**config.mk**
```make
export PLATFORM = sky130hd
export DESIGN_NAME = register_bank_arbiter
export DESIGN_NICKNAME = d
export VERILOG_FILES = /design/src/rtl/register_bank_arbiter_pkg.sv /design/src/rtl/eight_bit_register.sv /design/src/rtl/register_hold_slot.sv /design/src/rtl/register_bank_arbiter.sv
export SDC_FILE = /design/constraint.sdc
export NUM_CORES = 1
export LEC_CHECK = 0
export CORE_MARGIN = 2
export CORE_UTILIZATION = 49
export DETAILED_ROUTE_END_ITERATION = 12
export MAX_ROUTING_LAYER = met4
export PLACE_DENSITY = 0.74
export SLEW_MARGIN = 20
export SYNTH_ARGS = -nofsm -noshare
export SYNTH_HDL_FRONTEND = slang
export SYNTH_HIERARCHICAL = 1
export SYNTH_SLANG_ARGS = --single-unit
```
**constraint.sdc**
```tcl
create_clock -name clk -period 2.77 [get_ports clk]
set_input_delay 0.277 -clock clk [delete_from_list [all_inputs] [get_ports clk]]
set_output_delay 0.277 -clock clk [all_outputs]
set_load 0.005 [all_outputs]
```
**src/rtl/register_bank_arbiter_pkg.sv**
```systemverilog
// Shared encodings and types for the two-master register bank arbiter.
package register_bank_arbiter_pkg;

  localparam int ADDR_W   = 2;
  localparam int DATA_W   = 8;
  localparam int NUM_REGS = 4;

  // Arbiter state encodings
  localparam logic [1:0] ST_IDLE  = 2'd0;
  localparam logic [1:0] ST_OWN_A = 2'd1;
  localparam logic [1:0] ST_OWN_B = 2'd2;

  // last_owner encoding: which side most recently gave up the bank
  localparam logic OWNER_A = 1'b0;
  localparam logic OWNER_B = 1'b1;

  // One requester's access bundle
  typedef struct packed {
    logic              req;
    logic              we;
    logic [ADDR_W-1:0] addr;
    logic [DATA_W-1:0] wdata;
  } bank_req_t;

  // One-hot decode of a register index
  function automatic logic [NUM_REGS-1:0] addr_dec(input logic [ADDR_W-1:0] addr);
    logic [NUM_REGS-1:0] oh;
    oh       = '0;
    oh[addr] = 1'b1;
    return oh;
  endfunction

endpackage

```
**src/rtl/eight_bit_register.sv**
```systemverilog
// Plain 8-bit storage element: loads d on every rising edge, clears on reset.
module eight_bit_register (
  input  logic       clk,
  input  logic       rst,
  input  logic [7:0] d,
  output logic [7:0] q
);

  // Unconditional load; hold behaviour is the caller's job
  always_ff @(posedge clk) begin
    if (rst) q <= 8'h00;
    else     q <= d;
  end

endmodule

```
**src/rtl/register_hold_slot.sv**
```systemverilog
// One bank entry: an always-loading register with a hold-or-load mux in front.
module register_hold_slot
  import register_bank_arbiter_pkg::*;
(
  input  logic              clk,
  input  logic              rst,
  input  logic              load_en,
  input  logic [DATA_W-1:0] wdata,
  output logic [DATA_W-1:0] q
);

  logic [DATA_W-1:0] d;

  // Feed the register its own output unless this slot is being written
  always_comb begin
    d = load_en ? wdata : q;
  end

  eight_bit_register u_reg (
    .clk (clk),
    .rst (rst),
    .d   (d),
    .q   (q)
  );

endmodule

```
**src/rtl/register_bank_arbiter.sv**
```systemverilog
// Round-robin arbiter sharing a 4-entry register bank between masters A and B.
// The grant is registered; an owner keeps the bank for at most MAX_BURST
// back-to-back accesses while the other side waits, and handover is free.
module register_bank_arbiter
  import register_bank_arbiter_pkg::*;
#(
  parameter int MAX_BURST = 4
) (
  input  logic              clk,
  input  logic              rst,
  input  logic              req_a,
  input  logic              we_a,
  input  logic [ADDR_W-1:0] addr_a,
  input  logic [DATA_W-1:0] wdata_a,
  output logic              gnt_a,
  output logic              rvalid_a,
  output logic [DATA_W-1:0] rdata_a,
  input  logic              req_b,
  input  logic              we_b,
  input  logic [ADDR_W-1:0] addr_b,
  input  logic [DATA_W-1:0] wdata_b,
  output logic              gnt_b,
  output logic              rvalid_b,
  output logic [DATA_W-1:0] rdata_b
);

  localparam logic [3:0] BURST_LAST = 4'(MAX_BURST - 1);

  logic [1:0] state, state_nxt;
  logic [3:0] count, count_nxt;
  logic       last_owner, last_owner_nxt;

  bank_req_t  side_a, side_b, own;
  logic       acc_a, acc_b, acc;

  logic [NUM_REGS-1:0]             load_en;
  logic [NUM_REGS-1:0][DATA_W-1:0] reg_q;
  logic [DATA_W-1:0]               rd_word;

  assign side_a = '{req: req_a, we: we_a, addr: addr_a, wdata: wdata_a};
  assign side_b = '{req: req_b, we: we_b, addr: addr_b, wdata: wdata_b};

  // Grants come straight from registered state, so they are mutually exclusive
  assign gnt_a = (state == ST_OWN_A);
  assign gnt_b = (state == ST_OWN_B);

  assign acc_a = gnt_a & req_a;
  assign acc_b = gnt_b & req_b;
  assign acc   = acc_a | acc_b;

  // Single bank port: the owner's bundle; the non-owner is never looked at
  assign own     = gnt_b ? side_b : side_a;
  assign rd_word = reg_q[own.addr];

  // Next-state, burst count and fairness bookkeeping
  always_comb begin
    state_nxt      = state;
    count_nxt      = count;
    last_owner_nxt = last_owner;
    case (state)
      ST_IDLE: begin
        count_nxt = 4'd0;
        if (req_a && (!req_b || last_owner == OWNER_B)) state_nxt = ST_OWN_A;
        else if (req_b)                                 state_nxt = ST_OWN_B;
      end
      ST_OWN_A: begin
        if (req_a) begin
          if (count == BURST_LAST && req_b) begin
            state_nxt      = ST_OWN_B;
            count_nxt      = 4'd0;
            last_owner_nxt = OWNER_A;
          end else if (count != BURST_LAST) begin
            count_nxt = count + 4'd1;
          end
        end else begin
          state_nxt      = req_b ? ST_OWN_B : ST_IDLE;
          count_nxt      = 4'd0;
          last_owner_nxt = OWNER_A;
        end
      end
      ST_OWN_B: begin
        if (req_b) begin
          if (count == BURST_LAST && req_a) begin
            state_nxt      = ST_OWN_A;
            count_nxt      = 4'd0;
            last_owner_nxt = OWNER_B;
          end else if (count != BURST_LAST) begin
            count_nxt = count + 4'd1;
          end
        end else begin
          state_nxt      = req_a ? ST_OWN_A : ST_IDLE;
          count_nxt      = 4'd0;
          last_owner_nxt = OWNER_B;
        end
      end
      default: begin
        state_nxt = ST_IDLE;
        count_nxt = 4'd0;
      end
    endcase
  end

  // Arbiter state registers; B starts as last owner so A wins the first tie
  always_ff @(posedge clk) begin
    if (rst) begin
      state      <= ST_IDLE;
      count      <= 4'd0;
      last_owner <= OWNER_B;
    end else begin
      state      <= state_nxt;
      count      <= count_nxt;
      last_owner <= last_owner_nxt;
    end
  end

  // Write strobe for the addressed slot only during an owner's write access
  always_comb begin
    load_en = (acc && own.we) ? addr_dec(own.addr) : '0;
  end

  for (genvar i = 0; i < NUM_REGS; i++) begin : g_slot
    register_hold_slot u_slot (
      .clk     (clk),
      .rst     (rst),
      .load_en (load_en[i]),
      .wdata   (own.wdata),
      .q       (reg_q[i])
    );
  end

  // Read return: one-cycle valid pulse, data held between reads
  always_ff @(posedge clk) begin
    if (rst) begin
      rvalid_a <= 1'b0;
      rvalid_b <= 1'b0;
      rdata_a  <= '0;
      rdata_b  <= '0;
    end else begin
      rvalid_a <= acc_a & ~we_a;
      rvalid_b <= acc_b & ~we_b;
      if (acc_a && !we_a) rdata_a <= rd_word;
      if (acc_b && !we_b) rdata_b <= rd_word;
    end
  end

endmodule

```
==> results.sh, run 1 <==
export IMPL_viasPerCell=5.50
export IMPL_num_antenna_cells=0
export IMPL_status="complete, no violations"
export IMPL_die_area_sq_um=6290
export IMPL_synth_top_area_share=0.410
export IMPL_cpMaxStageDelayCell="a22o_1"
export IMPL_rows=27
export IMPL_vias=2129
export IMPL_cts_sinks=57
export IMPL_p_leak_nw=1.31
export IMPL_syn_num_nets=283
export IMPL_hp_class="in -> reg"
export IMPL_fp_dieH_um=79.3
export IMPL_syn_inst=252
export IMPL_cts_clk_slew_worst_paths_ns=0.07
export IMPL_drv_slew=0
export IMPL_grt_pass1_vias=2081
export IMPL_synth_flop_cell="dfxtp_1"
export IMPL_cts_tree="yes"
export IMPL_rsz0062_at_grt="false"
export IMPL_synth_seq_area_share=0.410
export IMPL_grt_max_degree=39
export IMPL_drc=0
export IMPL_cts_resized=0
export IMPL_dr_pass1_iters=4
export IMPL_critPathBufInv=2
export IMPL_wl_per_cell_um=16.3
export IMPL_peakVddDrop_mv=0.436
export IMPL_gp_congestion=0.759
export IMPL_grt_use_total=0.220
export IMPL_crit_family="simple AND/OR/NAND/NOR gates"
export IMPL_end_kind="flip-flop"
export IMPL_synth_largest_area_cell="dfxtp_1"
export IMPL_yosysUniqueCellTypes=38
export IMPL_setup_tns_ns=0
export IMPL_place_area_sq_um=3340
export IMPL_cp_common_cell="nor2b_1"
export IMPL_setup_worst_path_start_class="flip-flop"
export IMPL_async_flop_share=0
export IMPL_hold_violations=0
export IMPL_drtAntennaViolNets=0
export IMPL_fp_dieW_um=79.3
export IMPL_tightest_slew_ns=0.449
export IMPL_powerDensity_nw_per_um2=710
export IMPL_synth_area_sq_um=2780
export IMPL_fin_area_sq_um=3530
export IMPL_cts_buffer_depth=2
export IMPL_dp_hpwl_um=4270
export IMPL_grt_overflow_total=0
export IMPL_synth_edf_count=0
export IMPL_worstPathCellList="inv_1, ha_1, nor2_1, a22o_1, nor2b_1, buf_4, mux2_4, nor2b_1"
export IMPL_antenna_found_initial=0
export IMPL_start_util=0.505
export IMPL_numCtsBuffers=9
export IMPL_grt_pass1_wl_um=10100
export IMPL_relSlewSlack=0.701
export IMPL_post_route_min_period_ns=2.38
export IMPL_clock_fmax_mhz=419
export IMPL_slowest_delay_ns=0.44
export IMPL_layout_nets=341
export IMPL_synth_area_leaders="dfxtp_1, mux2_4, nor2b_1"
export IMPL_ctsHoldBuffers=0
export IMPL_finalCritPeriodShare=0.861
export IMPL_cts_htree_levels=3
export IMPL_drive_gt1_frac=0.244
export IMPL_cp_required_ns=2.98
export IMPL_yosys_warnings=6
export IMPL_drt_initial_drc_count=77
export IMPL_io_pins=46
export IMPL_cp_max_fo=9
export IMPL_setup_viol=0
export IMPL_wirelength_um=6310
export IMPL_path_class="reg -> reg"
export IMPL_postCtsSetupRepairBufs=0
export IMPL_arrival_ns=2.59
export IMPL_insertion_delay_ns=0.34
export IMPL_ys_ff_latch=57
export IMPL_maxCapViolCount=0
export IMPL_port_buffers=45
export IMPL_core_sq_um=5510
export IMPL_area_growth_pct=27.0
export IMPL_skew_ns=0.00997
export IMPL_avgSynthCellArea_sq_um=11.0
export IMPL_clockRootBuffer="clkbuf_8"
layer usage:
metal	GRT usage	share of wire	vias up
met5	-	0	-
met4	0.117	0.016	0
met3	0.0455	0.054	9
met2	0.335	0.46	69
met1	0.274	0.47	1018
li1	-	-	1033
report_power, final:
group | internal, mW | switching [mW] | leakage [nW]
registers | 0.891 | 0.0477 | 0.461
logic | 0.410 | 0.389 | 0.744
clock network | 0.433 | 0.340 | 0.102
state kept, by name (all words and copies together) (netlist names):
signal / flops
g_slot.u_slot/u_reg/q: 32
rdata_a: 8
rdata_b: 8
count: 4
state: 2
last_owner: 1
rvalid_a: 1
rvalid_b: 1
cells in the mapped netlist (all sizes together) (4+ instances only):
master and number:
nand2 4, inv 4, buf 9, dfxtp 57, mux2 40, nor2 23, a22oi 16, nand2b 6
a311oi 16, nor2b 37, ha 5
layout by cell type (no fill, tap or decap), types with 3 or more instances in the layout:
cell type | synthesis | routed
mux2_2 | 8 | 8
a311oi_1 | 16 | 16
nand2b_1 | 5 | 5
dfxtp_1 | 57 | 57
ha_1 | 5 | 5
a21oi_1 | 3 | 3
buf_4 | 1 | 14
inv_1 | 4 | 4
nor2_1 | 21 | 21
mux2i_1 | 3 | 3
clkbuf_8 | 0 | 10
a22oi_1 | 16 | 16
nand2_1 | 3 | 3
nor2b_1 | 37 | 37
clkdlybuf4s50_1 | 0 | 44
mux2_4 | 32 | 32
clkinv_2 | 0 | 4
worst paths after layout:
| kind | from | endpoint | slack [ns] | cells past startpoint |
|---|---|---|---|---|
| worst max-delay path | state[0] | g_slot[0].u_slot/u_reg/q[0] | 0.39 | 8 |
| worst min-delay path | rst | g_slot[1].u_slot/u_reg/q[6] | 0.33 | 2 |
| worst max register to register | state[0] | g_slot[0].u_slot/u_reg/q[0] | 0.39 | 8 |
| worst min register to register | rdata_a[6] | rdata_a[6] | 0.51 | 2 |
cell type report:
cell class | instances | area [sq um]
flip-flops and latches | 57 | 1140
well taps | 72 | 90.1
multi-input cells | 179 | 1540
clock inverters | 6 | 57.6
repair buffers | 59 | 551
clock buffers | 10 | 138
inverters | 4 | 15.0
fillers | 446 | 1970
logic make-up after synthesis:
logic type	after synthesis	synth area share
simple gates	83	0.174
flops	57	0.410
compound gates	46	0.135
mux	43	0.216
buf+inv	16	0.0356
fa+ha+maj	5	0.0225
xor+xnor	2	0.00630
metrics by stage:
stage	hold WS, ns	total power, mW	instances	setup slack (ns)	utilization
CTS	0.309	2.53	387	0.400	0.641
floorplan	0.349	1.46	252	0.690	-
global route	0.367	2.63	387	0.203	0.641
finish	0.330	2.51	387	0.386	0.641
detailed placement	0.495	1.75	371	0.426	0.606
global placement	0.489	1.74	371	0.452	0.606
No activity file was read; power rests on OpenSTA's default activity.
==> run 2, diff against run 1 <==
--- a/config.mk
+++ b/config.mk
@@ -5,6 +5,7 @@
 export SDC_FILE = /design/constraint.sdc
 export NUM_CORES = 1
 export LEC_CHECK = 0
+export CAP_MARGIN = 20
 export CORE_MARGIN = 2
 export CORE_UTILIZATION = 49
 export DETAILED_ROUTE_END_ITERATION = 12
==> results of run 2 <==
No change in the layout: final DEF, timing and power equal those of run 1.
